--- src/rtl/wgt_fetch_arbiter_if.sv ---
// Weight-fetch arbiter bundle: configuration, requests, memory read port and
// tagged responses.
//   master : the arbiter (drives memory strobe/address, responses, busy)
//   slave  : the surrounding system (drives config, requests, memory data)
interface wgt_fetch_arbiter_if #(
    parameter int unsigned NUM_REQ      = 8,
    parameter int unsigned WEIGHT_WIDTH = 16,
    parameter int unsigned ADDR_WIDTH   = 24
);
    localparam int unsigned ID_W = $clog2(NUM_REQ);

    logic                    cfg_we;
    logic [ID_W-1:0]         cfg_sel;
    logic [ADDR_WIDTH-1:0]   cfg_base;
    logic [ADDR_WIDTH-1:0]   cfg_len;
    logic [NUM_REQ-1:0]      req;
    logic                    mem_rd_en;
    logic [ADDR_WIDTH-1:0]   mem_addr;
    logic [WEIGHT_WIDTH-1:0] mem_rd_data;
    logic [NUM_REQ-1:0]      rsp_valid;
    logic [WEIGHT_WIDTH-1:0] rsp_data;
    logic                    busy;

    modport master (
        input  cfg_we, cfg_sel, cfg_base, cfg_len, req, mem_rd_data,
        output mem_rd_en, mem_addr, rsp_valid, rsp_data, busy
    );

    modport slave (
        output cfg_we, cfg_sel, cfg_base, cfg_len, req, mem_rd_data,
        input  mem_rd_en, mem_addr, rsp_valid, rsp_data, busy
    );
endinterface

--- src/rtl/wgt_fetch_arbiter.sv ---
// Shares one weight-memory read port among NUM_REQ layer consumers.
// Each requester owns a circular base/len region; grants issue fixed
// BURST_LEN-word bursts and read data returns tagged to the grantee.
// Ports: clk; rst_n (synchronous, active-high); bus (wgt_fetch_arbiter_if.master):
//   cfg_we/cfg_sel/cfg_base/cfg_len region config, req level requests,
//   mem_rd_en/mem_addr/mem_rd_data memory port, rsp_valid/rsp_data tagged
//   returns, busy.
// Option: define WGT_ARB_FIXED_PRIO_EN for lowest-index-wins arbitration
//   instead of round-robin.
module wgt_fetch_arbiter #(
    parameter int unsigned NUM_REQ      = 8,
    parameter int unsigned WEIGHT_WIDTH = 16,
    parameter int unsigned ADDR_WIDTH   = 24,
    parameter int unsigned BURST_LEN    = 16,
    parameter int unsigned RD_LAT       = 2
) (
    input logic                clk,
    input logic                rst_n,
    wgt_fetch_arbiter_if.master bus
);
    localparam int unsigned ID_W  = $clog2(NUM_REQ);
    localparam int unsigned CNT_W = (BURST_LEN > 1) ? $clog2(BURST_LEN) : 1;

    typedef enum logic [1:0] {IDLE, BURST, DRAIN} state_t;

    state_t                state;
    logic [ADDR_WIDTH-1:0] base_q [NUM_REQ];
    logic [ADDR_WIDTH-1:0] len_q  [NUM_REQ];
    logic [ADDR_WIDTH-1:0] ptr_q  [NUM_REQ];
    logic [ADDR_WIDTH-1:0] off_q  [NUM_REQ];
    logic [ID_W-1:0]       gnt;
    logic [CNT_W-1:0]      cnt;
    logic                  cfg_dirty;
    logic [ADDR_WIDTH-1:0] cur_ptr, cur_off, cur_base, cur_len;
    logic [RD_LAT-1:0]     pipe_vld;
    logic [ID_W-1:0]       pipe_id [RD_LAT];
`ifndef WGT_ARB_FIXED_PRIO_EN
    logic [ID_W-1:0]       rr_ptr;
    logic [ID_W-1:0]       gnt_inc;
    logic [ID_W-1:0]       start;
    logic [ID_W-1:0]       idx;
`endif

    logic [NUM_REQ-1:0]    elig;
    logic                  found;
    logic [ID_W-1:0]       pick;
    logic                  wrap;
    logic [ADDR_WIDTH-1:0] nxt_ptr, nxt_off;
    logic [ADDR_WIDTH-1:0] g_ptr, g_off, g_base, g_len;
    logic                  last;
    logic                  do_grant;

    // Eligibility, arbitration, pointer advance and grant-source selection
    always_comb begin
        elig     = '0;
        found    = 1'b0;
        pick     = '0;
        wrap     = 1'b0;
        nxt_ptr  = '0;
        nxt_off  = '0;
        g_ptr    = '0;
        g_off    = '0;
        g_base   = '0;
        g_len    = '0;
        last     = 1'b0;
        do_grant = 1'b0;
`ifndef WGT_ARB_FIXED_PRIO_EN
        gnt_inc  = '0;
        start    = '0;
        idx      = '0;
`endif

        // A same-cycle config write is already visible to eligibility
        for (int i = 0; i < int'(NUM_REQ); i++) begin
            elig[i] = bus.req[i] &&
                      (((bus.cfg_we && (bus.cfg_sel == ID_W'(i))) ? bus.cfg_len : len_q[i]) != '0);
        end

`ifdef WGT_ARB_FIXED_PRIO_EN
        for (int k = int'(NUM_REQ) - 1; k >= 0; k--) begin
            if (elig[k]) begin
                found = 1'b1;
                pick  = ID_W'(k);
            end
        end
`else
        gnt_inc = (gnt == ID_W'(NUM_REQ - 1)) ? '0 : gnt + ID_W'(1);
        // At the end of a burst rr_ptr is being updated to gnt+1 this edge
        start   = (state == BURST) ? gnt_inc : rr_ptr;
        // Descending scan so the first hit from start upward wins
        for (int k = int'(NUM_REQ) - 1; k >= 0; k--) begin
            idx = ID_W'((int'(start) + k) % int'(NUM_REQ));
            if (elig[idx]) begin
                found = 1'b1;
                pick  = idx;
            end
        end
`endif

        wrap    = (cur_off == cur_len - ADDR_WIDTH'(1));
        nxt_ptr = wrap ? cur_base : cur_ptr + ADDR_WIDTH'(1);
        nxt_off = wrap ? '0 : cur_off + ADDR_WIDTH'(1);

        last     = (state == BURST) && (cnt == CNT_W'(BURST_LEN - 1));
        do_grant = found && ((state != BURST) || last);

        // Grant source: fresh config, then the grantee's own pending write-back, then stored state
        if (bus.cfg_we && (bus.cfg_sel == pick)) begin
            g_ptr  = bus.cfg_base;
            g_off  = '0;
            g_base = bus.cfg_base;
            g_len  = bus.cfg_len;
        end else if ((state == BURST) && (pick == gnt) && !cfg_dirty) begin
            g_ptr  = nxt_ptr;
            g_off  = nxt_off;
            g_base = base_q[pick];
            g_len  = len_q[pick];
        end else begin
            g_ptr  = ptr_q[pick];
            g_off  = off_q[pick];
            g_base = base_q[pick];
            g_len  = len_q[pick];
        end
    end

    // Control FSM, region tables, response pipeline
    always_ff @(posedge clk) begin
        if (rst_n) begin
            state         <= IDLE;
            gnt           <= '0;
            cnt           <= '0;
            cfg_dirty     <= 1'b0;
            cur_ptr       <= '0;
            cur_off       <= '0;
            cur_base      <= '0;
            cur_len       <= '0;
            pipe_vld      <= '0;
            bus.mem_rd_en <= 1'b0;
            bus.mem_addr  <= '0;
            bus.rsp_valid <= '0;
            bus.rsp_data  <= '0;
            bus.busy      <= 1'b0;
`ifndef WGT_ARB_FIXED_PRIO_EN
            rr_ptr        <= '0;
`endif
            for (int i = 0; i < int'(NUM_REQ); i++) begin
                base_q[i] <= '0;
                len_q[i]  <= '0;
                ptr_q[i]  <= '0;
                off_q[i]  <= '0;
            end
            for (int i = 0; i < int'(RD_LAT); i++) begin
                pipe_id[i] <= '0;
            end
        end else begin
            // (valid, id) tags travel alongside the memory latency
            pipe_vld[0] <= bus.mem_rd_en;
            pipe_id[0]  <= gnt;
            for (int i = 1; i < int'(RD_LAT); i++) begin
                pipe_vld[i] <= pipe_vld[i-1];
                pipe_id[i]  <= pipe_id[i-1];
            end
            bus.rsp_valid <= pipe_vld[RD_LAT-1] ? (NUM_REQ'(1) << pipe_id[RD_LAT-1]) : '0;
            if (pipe_vld[RD_LAT-1]) begin
                bus.rsp_data <= bus.mem_rd_data;
            end

            case (state)
                IDLE: ;
                BURST: begin
                    if (!last) begin
                        cur_ptr      <= nxt_ptr;
                        cur_off      <= nxt_off;
                        bus.mem_addr <= nxt_ptr;
                        cnt          <= cnt + CNT_W'(1);
                        // Reconfiguring the active requester: keep the old sequence, drop write-back
                        if (bus.cfg_we && (bus.cfg_sel == gnt)) begin
                            cfg_dirty <= 1'b1;
                        end
                    end else begin
                        if (!cfg_dirty) begin
                            ptr_q[gnt] <= nxt_ptr;
                            off_q[gnt] <= nxt_off;
                        end
`ifndef WGT_ARB_FIXED_PRIO_EN
                        rr_ptr <= gnt_inc;
`endif
                        if (!found) begin
                            bus.mem_rd_en <= 1'b0;
                            state         <= DRAIN;
                        end
                    end
                end
                DRAIN: begin
                    if (!found && (pipe_vld == '0)) begin
                        state    <= IDLE;
                        bus.busy <= 1'b0;
                    end
                end
                default: state <= IDLE;
            endcase

            if (do_grant) begin
                state         <= BURST;
                gnt           <= pick;
                cnt           <= '0;
                cfg_dirty     <= 1'b0;
                cur_ptr       <= g_ptr;
                cur_off       <= g_off;
                cur_base      <= g_base;
                cur_len       <= g_len;
                bus.mem_addr  <= g_ptr;
                bus.mem_rd_en <= 1'b1;
                bus.busy      <= 1'b1;
            end

            // Config last so it overrides any write-back to the same entry
            if (bus.cfg_we) begin
                base_q[bus.cfg_sel] <= bus.cfg_base;
                len_q[bus.cfg_sel]  <= bus.cfg_len;
                ptr_q[bus.cfg_sel]  <= bus.cfg_base;
                off_q[bus.cfg_sel]  <= '0;
            end
        end
    end
endmodule

--- src/flat_wrapper.sv ---
// flat-port wrapper written by rule: the top's interface ports become plain ports
module wgt_fetch_arbiter_flat 
#(
    parameter int unsigned NUM_REQ      = 8,
    parameter int unsigned WEIGHT_WIDTH = 16,
    parameter int unsigned ADDR_WIDTH   = 24,
    parameter int unsigned BURST_LEN    = 16,
    parameter int unsigned RD_LAT       = 2
)
  (clk, rst_n, bus_cfg_we, bus_cfg_sel, bus_cfg_base, bus_cfg_len, bus_req, bus_mem_rd_data, bus_mem_rd_en, bus_mem_addr, bus_rsp_valid, bus_rsp_data, bus_busy);
  wgt_fetch_arbiter_if #(.NUM_REQ(NUM_REQ), .WEIGHT_WIDTH(WEIGHT_WIDTH), .ADDR_WIDTH(ADDR_WIDTH)) bus_i ();
  input logic clk;
  input logic rst_n;
  input wire logic [$bits(bus_i.cfg_we)-1:0] bus_cfg_we;
  input wire logic [$bits(bus_i.cfg_sel)-1:0] bus_cfg_sel;
  input wire logic [$bits(bus_i.cfg_base)-1:0] bus_cfg_base;
  input wire logic [$bits(bus_i.cfg_len)-1:0] bus_cfg_len;
  input wire logic [$bits(bus_i.req)-1:0] bus_req;
  input wire logic [$bits(bus_i.mem_rd_data)-1:0] bus_mem_rd_data;
  output wire logic [$bits(bus_i.mem_rd_en)-1:0] bus_mem_rd_en;
  output wire logic [$bits(bus_i.mem_addr)-1:0] bus_mem_addr;
  output wire logic [$bits(bus_i.rsp_valid)-1:0] bus_rsp_valid;
  output wire logic [$bits(bus_i.rsp_data)-1:0] bus_rsp_data;
  output wire logic [$bits(bus_i.busy)-1:0] bus_busy;
  assign bus_i.cfg_we = bus_cfg_we;
  assign bus_i.cfg_sel = bus_cfg_sel;
  assign bus_i.cfg_base = bus_cfg_base;
  assign bus_i.cfg_len = bus_cfg_len;
  assign bus_i.req = bus_req;
  assign bus_i.mem_rd_data = bus_mem_rd_data;
  assign bus_mem_rd_en = bus_i.mem_rd_en;
  assign bus_mem_addr = bus_i.mem_addr;
  assign bus_rsp_valid = bus_i.rsp_valid;
  assign bus_rsp_data = bus_i.rsp_data;
  assign bus_busy = bus_i.busy;
  wgt_fetch_arbiter #(.NUM_REQ(NUM_REQ), .WEIGHT_WIDTH(WEIGHT_WIDTH), .ADDR_WIDTH(ADDR_WIDTH), .BURST_LEN(BURST_LEN), .RD_LAT(RD_LAT)) u_core (.clk(clk), .rst_n(rst_n), .bus(bus_i));
endmodule
--- config.mk ---
export PLATFORM = sky130hd
export DESIGN_NAME = wgt_fetch_arbiter_flat
export DESIGN_NICKNAME = d
export VERILOG_FILES = /design/src/rtl/wgt_fetch_arbiter_if.sv /design/src/rtl/wgt_fetch_arbiter.sv /design/src/flat_wrapper.sv
export SDC_FILE = /design/constraint.sdc
export NUM_CORES = 2
export LEC_CHECK = 0
export BUFFER_PORTS_ARGS = -buffer_cell sky130_fd_sc_hd__buf_2
export CELL_PAD_IN_SITES_DETAIL_PLACEMENT = 2
export CELL_PAD_IN_SITES_GLOBAL_PLACEMENT = 2
export CORE_MARGIN = 2
export CORE_UTILIZATION = 41
export CTS_CLUSTER_SIZE = 40
export DETAILED_ROUTE_END_ITERATION = 12
export GPL_ROUTABILITY_DRIVEN = 0
export PLACE_DENSITY = 0.8
export SYNTH_ARGS = -nofsm -noshare
export SYNTH_HDL_FRONTEND = slang
export SYNTH_SLANG_ARGS = --single-unit
--- constraint.sdc ---
create_clock -name clk -period 5.25 [get_ports clk]
set_input_delay 0.2625 -clock clk [delete_from_list [all_inputs] [get_ports clk]]
set_output_delay 0.2625 -clock clk [all_outputs]
set_load 0.01 [all_outputs]
After elaboration in Yosys (flattened, before gate mapping)
Memories as Yosys holds them, arrays and structs flattened. A register that Yosys moved wholly into a read port is not among the register bits.
Index checks and enable logic that the tools add are counted.
{"block": "op_classes", "bitwise": 5, "n_eq_ne": 25, "shift": 1, "add_sub_neg": 12, "reduce_logical": 57, "magnitude_cmp": 8, "mux": 97}
{"op": "$mux W24", "n": 26}
{"op": "$reduce_bool A24 Y1", "n": 8}
{"op": "$reduce_or A24 Y1", "n": 6}
{"op": "$mux W3", "n": 18}
{"op": "$add A24 B1 Y24 const B", "n": 2}
{"op": "$mux W1", "n": 41}
{"op": "$lt A3 B4 Y1 const B", "n": 8}
{"op": "$bmux W1 S3", "n": 8}
{"op": "$eq A24 B24 Y1", "n": 1}
{"op": "$sub A24 B1 Y24 const B", "n": 1}
{"op": "$logic_and A1 B1 Y1", "n": 23}
{"op": "$eq A3 B3 Y1 const B", "n": 5}
{"op": "$add A3 B3 Y3 const B", "n": 4}
{"op": "$eq A3 B3 Y1", "n": 3}
{"op": "$ne A2 B1 Y1 const B", "n": 4}
{"op": "$reduce_and A2 Y1", "n": 4}
{"op": "$reduce_and A4 Y1", "n": 2}
{"op": "$reduce_bool A2 Y1", "n": 4}
{"op": "$shl A1 B3 Y8 const A", "n": 1}
{"op": "$add A3 B1 Y3 const B", "n": 2}
{"op": "$add A3 B2 Y3 const B", "n": 2}
{"op": "$eq A3 B2 Y1 const B", "n": 2}
{"op": "$mux W2", "n": 3}
{"op": "$ne A2 B2 Y1 const B", "n": 3}
{"op": "16 further kinds", "n": 24}
{"block": "word_totals", "input_bits": 78, "out_inout_bits": 50, "register_bits": 89, "elab_cells": 223, "memories": 5, "ramBits": 774}
{"memory": "u_core.base_q", "depth": 8, "width": 24, "rd": 1, "rd_ports_with_merged_regs": 1, "write_ports": 8, "line_no": "wgt_fetch_arbiter.sv:27", "source": "logic [ADDR_WIDTH-1:0] base_q [NUM_REQ];"}
{"memory": "u_core.len_q", "depth": 8, "width": 24, "rd": 9, "rd_ports_with_merged_regs": 1, "write_ports": 8, "line_no": "wgt_fetch_arbiter.sv:28", "source": "logic [ADDR_WIDTH-1:0] len_q [NUM_REQ];"}
{"memory": "u_core.off_q", "depth": 8, "width": 24, "rd": 1, "rd_ports_with_merged_regs": 0, "write_ports": 8, "line_no": "wgt_fetch_arbiter.sv:30", "source": "logic [ADDR_WIDTH-1:0] off_q [NUM_REQ];"}
{"memory": "u_core.ptr_q", "depth": 8, "width": 24, "rd": 1, "rd_ports_with_merged_regs": 0, "write_ports": 8, "line_no": "wgt_fetch_arbiter.sv:29", "source": "logic [ADDR_WIDTH-1:0] ptr_q [NUM_REQ];"}
{"memory": "u_core.pipe_id", "depth": 2, "width": 3, "rd": 2, "rd_ports_with_merged_regs": 0, "write_ports": 2, "line_no": "wgt_fetch_arbiter.sv:36", "source": "logic [ID_W-1:0] pipe_id [RD_LAT];"}

Logic depth before layout (Yosys ltp)
{"block": "depth", "word_depth": 21, "mapped_depth": 23, "ltp_nobuf": 18}

Least setup slack after synthesis
No wires, ideal clock.
{"block": "synth_timing", "kind": "register -> register", "start": "register u_core.gnt[1]", "end": "register u_core.cur_off[21]", "n_path_buf": 5, "arrival_ns": 4.487, "period_less_slack_ns": 4.619, "stages_incl_launch_ff": 20, "setup_time_ns": 0.132, "slack_ns": 0.631, "t_required_ns": 5.118, "path_cell_list": "dfxtp_1 -> ha_1 -> ha_1 -> nor2_1 -> mux2i_4 -> buf_2 -> buf_2 -> ha_1 -> clkbuf_1 -> mux4_2 -> mux2i_4 -> a2111oi_4 -> or3_1 -> buf_4 -> nor2_2 -> clkbuf_1 -> a32o_1 -> a31oi_1 -> a32oi_1 -> a21oi_1"}
{"block": "synth_between", "elab_chain_cells": 20, "word_cells_on_any_way": 56, "cone_classes": "add/sub (8); eq/ne (4); mux (37); reduce/logical (6); memory (1)"}
{"element": "start: declaration", "line_no": "wgt_fetch_arbiter.sv:31", "source": "logic [ID_W-1:0] gnt;"}
{"element": "start signal: assignment", "line_no": "wgt_fetch_arbiter.sv:205", "source": "gnt <= pick;"}
{"element": "branches (longest 20 deep; another with $add A3 B1 Y3)"}
{"element": "end signal: assignment", "line_no": "wgt_fetch_arbiter.sv:173", "source": "cur_off <= nxt_off;"}
{"element": "end signal: assignment", "line_no": "wgt_fetch_arbiter.sv:209", "source": "cur_off <= g_off;"}
{"element": "end: declaration", "line_no": "wgt_fetch_arbiter.sv:34", "source": "logic [ADDR_WIDTH-1:0] cur_ptr, cur_off, cur_base, cur_len;"}
Parallel ways; which one is timed is not known. The select of a mux whose other input is x is not followed.
A chain may end at the register's enable or synchronous reset.

==> flow_summary_export.csv <==
group,metric,value,unit
status,status,"finished, violations left",
status,violations,"setup timing",
clocking,clk_pin_slew,70,ps
synth,synth_edf_count,576,
timing,layout_setup_ws,-107,ps
detailed_routing,firstDrtPassIters,6,
clocking,tritoncts,"built",
power,power.density,629,nW/um^2
global_routing,grt_pass1_vias,44800,
detailed_routing,drcViolationCount,0,
synth,synthArstFlopShare,0,%
detailed_routing,ant_nets,0,
detailed_routing,wl_per_cell,34.4,microns
timing,hold_viol,0,
timing,worst_slew_pin_slew,1380,ps
power,p_leak,20.6,nW
cells_and_area,areaGrowthSynthToFinish,18.4,%
timing,relSlewSlack,7.57,%
power,total_power,33.2,mW
die,die_area,111000,sq um
worst_setup_path,critical_path_required,5840,ps
clocking,cts-root-buf,"clkbuf_16",
synth,yosysWarnings,0,
placement,place_hpwl,127,mm
detailed_routing,drt_iter0_drc,5216,
die,dieWidth,334,microns
detailed_routing,wl,217,mm
power,vdd_drop_max,0.353,mV
global_routing,grt_pass1_wl,311,mm
worst_setup_path,reg2reg_depth,16,
worst_setup_path,crit_path_start_kind,"flop",
synth,synth_nets,4637,
placement,dp_slack,-12.7,ps
global_routing,antenna_found_initial,11,
synth,synth-seq-cells,911,
global_routing,grt_max_degree,109,
die,core,108000,sq um
die,start_util,41.2,%
timing,fin_crit_sh,102,%
run,drv_cap,0,
cells_and_area,mostFrequentLayoutCell,"nand2_1",
placement,placed_area,48700,sq um
hold_path,hp-class,"primary input to flop",
worst_setup_path,worst-setup-path-type,"flop to flop",
clocking,cts_htree_levels,3,
detailed_routing,via_per_inst,6.70,
synth,netlist_area,44600,sq um
worst_setup_path,cp.arrival,5940,ps
worst_setup_path,cp-end-kind,"flop",
clocking,numCtsBuffers,104,
clocking,clk_latency,740,ps
timing,finalCriticalPeriod,5360,ps
placement,portBuffers,127,
die,rows,121,
clocking,cts_buffer_depth,3,
die,io_pins,128,
clocking,cts.sinks,911,
cells_and_area,drive_above_1_share,15.9,%
hold_path,min_path_cells,2,
cells_and_area,final_cell_area,52800,sq um
timing,rsz0062_at_grt,"yes",
cells_and_area,nNetsFinal,4876,
detailed_routing,via_count,42200,
synth,synth_flop_cell,"edfxtp_1",
synth,syn_avg_cell_area,9.80,sq um
synth,yosysSeqAreaShare,53.8,%
timing,drv_slew,0,
timing,fmax,187,MHz
global_routing,grt_overflow,0,
die,fp.dieH,334,microns
synth,netlist_instances,4551,
cells_and_area,layout_common_cells,"nand2_1, edfxtp_1, nand3_1",
worst_setup_path,path_max_fanout,38,
synth,synth_cell_types,109,
timing,finalClockSkew,62.6,ps
timing,setup_violations,4,
global_routing,grt_use_total,37.6,%
worst max-delay path, stage by stage, from the launching register on:
cell	delay (ps)
edfxtp_1	400
nor4_1	660
nand4_1	340
o21ai_4	420
nor2_1	220
a211oi_2	330
o2111ai_1	210
a211oi_2	320
o211ai_1	230
buf_4	220
buf_12	140
a31o_4	320
buf_12	220
a2111oi_2	480
a311oi_2	130
a221oi_2	390
o31ai_1	150
layout make-up:
class,count,area [sq um]
Fill cell,11100,55600
Sequential cell,911,24000
Multi-Input combinational cell,3240,19200
Timing Repair Buffer,498,4290
Clock buffer,147,2960
Tap cell,1414,1770
Clock inverter,43,424
Inverter,35,141
Antenna cell,5,12.5
metal layers:
| metal | up-vias | global-route usage [%] | part of all wire [%] |
|---|---|---|---|
| li1 | 17100 | - | - |
| met1 | 21700 | 47.0 | 38 |
| met2 | 2617 | 61.9 | 47 |
| met3 | 731 | 7.33 | 9.4 |
| met4 | 10 | 18.9 | 5.2 |
| met5 | - | 0 | 0.032 |
worst paths after layout:
path / end / slack, ps / startpoint
worst max register to register: u_core.bus.mem_addr[22] / -110 / u_core.len_q[3][6]
worst max-delay path: u_core.bus.mem_addr[22] / -110 / u_core.len_q[3][6]
worst min-delay path: u_core.cur_len[0] / 30 / bus_cfg_len[0]
worst min register to register: u_core.pipe_id[0][4] / 440 / u_core.pipe_id[0][1]
repair_timing:
| item | in CTS | in global routing |
|---|---|---|
| pin swaps | 0 | 1 |
| hold buffers | 51 | 0 |
| setup buffers | 0 | 6 |
| resized for setup | 5 | 21 |
| setup endpoints to repair | 4 | 56 |
| hold endpoints to repair | 63 | 0 |
| cloned | 0 | 0 |
where the power goes:
| part | total (mW) | internal (mW) | leakage, nW | switching [mW] |
|---|---|---|---|---|
| combinational | 16.8 | 6.00 | 10.5 | 10.8 |
| sequential | 9.01 | 8.19 | 8.37 | 0.820 |
| clock | 7.46 | 4.21 | 1.66 | 3.25 |
| total | 33.2 | 18.4 | 20.6 | 14.8 |
through the flow:
step	instances	util (%)	TNS, ps	hold slack (ps)
after global placement	6041	45.0	0	422
after floorplan	4551	-	0	400
after detailed placement	6041	45.0	-12.7	425
after global routing	6288	48.7	-3220	19.9
after CTS	6282	48.6	0	2.08
final	6293	48.7	-229	31.5
kinds of logic after synthesis:
| group | Yosys count | synth area share (%) |
|---|---|---|
| flip-flops | 911 | 53.8 |
| buffers and inverters | 400 | 3.96 |
| adder cells (fa/ha/maj) | 8 | 0.224 |
| AND/OR/NAND/NOR | 2158 | 23.8 |
| XOR/XNOR | 86 | 1.79 |
| multiplexers | 78 | 2.20 |
| AO/OA/AOI/OAI | 910 | 14.2 |
flip-flops by register name (all words and copies together), names as in the netlist:
name and cells:
u_core.base_q 192, u_core.bus.busy 1, u_core.bus.mem_addr 24, u_core.bus.mem_rd_en 1, u_core.bus.rsp_data 16, u_core.bus.rsp_valid 8, u_core.cfg_dirty 1, u_core.cnt 4
u_core.cur_base 24, u_core.cur_len 24, u_core.cur_off 24, u_core.gnt 3, u_core.len_q 192, u_core.off_q 192, u_core.pipe_id 6, u_core.pipe_vld 2
u_core.ptr_q 192, u_core.rr_ptr 3, u_core.state 2
cell usage after synthesis (10+ instances only):
master	instances	share of area, %
edfxtp_1	576	39
nand4_1	33	0.46
a22oi_1	14	0.24
a221o_1	62	1.4
nand3_1	392	4.4
buf_1	26	0.22
buf_2	72	0.81
and3_1	353	4.9
nand2_1	934	7.9
buf_4	23	0.39
xnor2_1	52	1.0
a32oi_1	21	0.41
a32o_1	22	0.49
nor2_1	139	1.2
a221oi_1	25	0.49
nand2b_1	10	0.14
and2_1	69	0.97
a31oi_1	30	0.42
nor2b_1	13	0.18
a21oi_1	192	2.2
nor4_1	71	1.0
nor3_1	51	0.57
o21bai_1	193	3.2
inv_1	29	0.24
nor3b_1	17	0.29
o21ai_0	208	2.3
buf_6	10	0.25
dfxtp_1	335	15
o21ai_1	10	0.11
xor2_1	28	0.55
mux2i_1	55	1.2
clkbuf_1	233	2.0
a211oi_1	12	0.20
No activity file was read; power rests on OpenSTA's default activity.
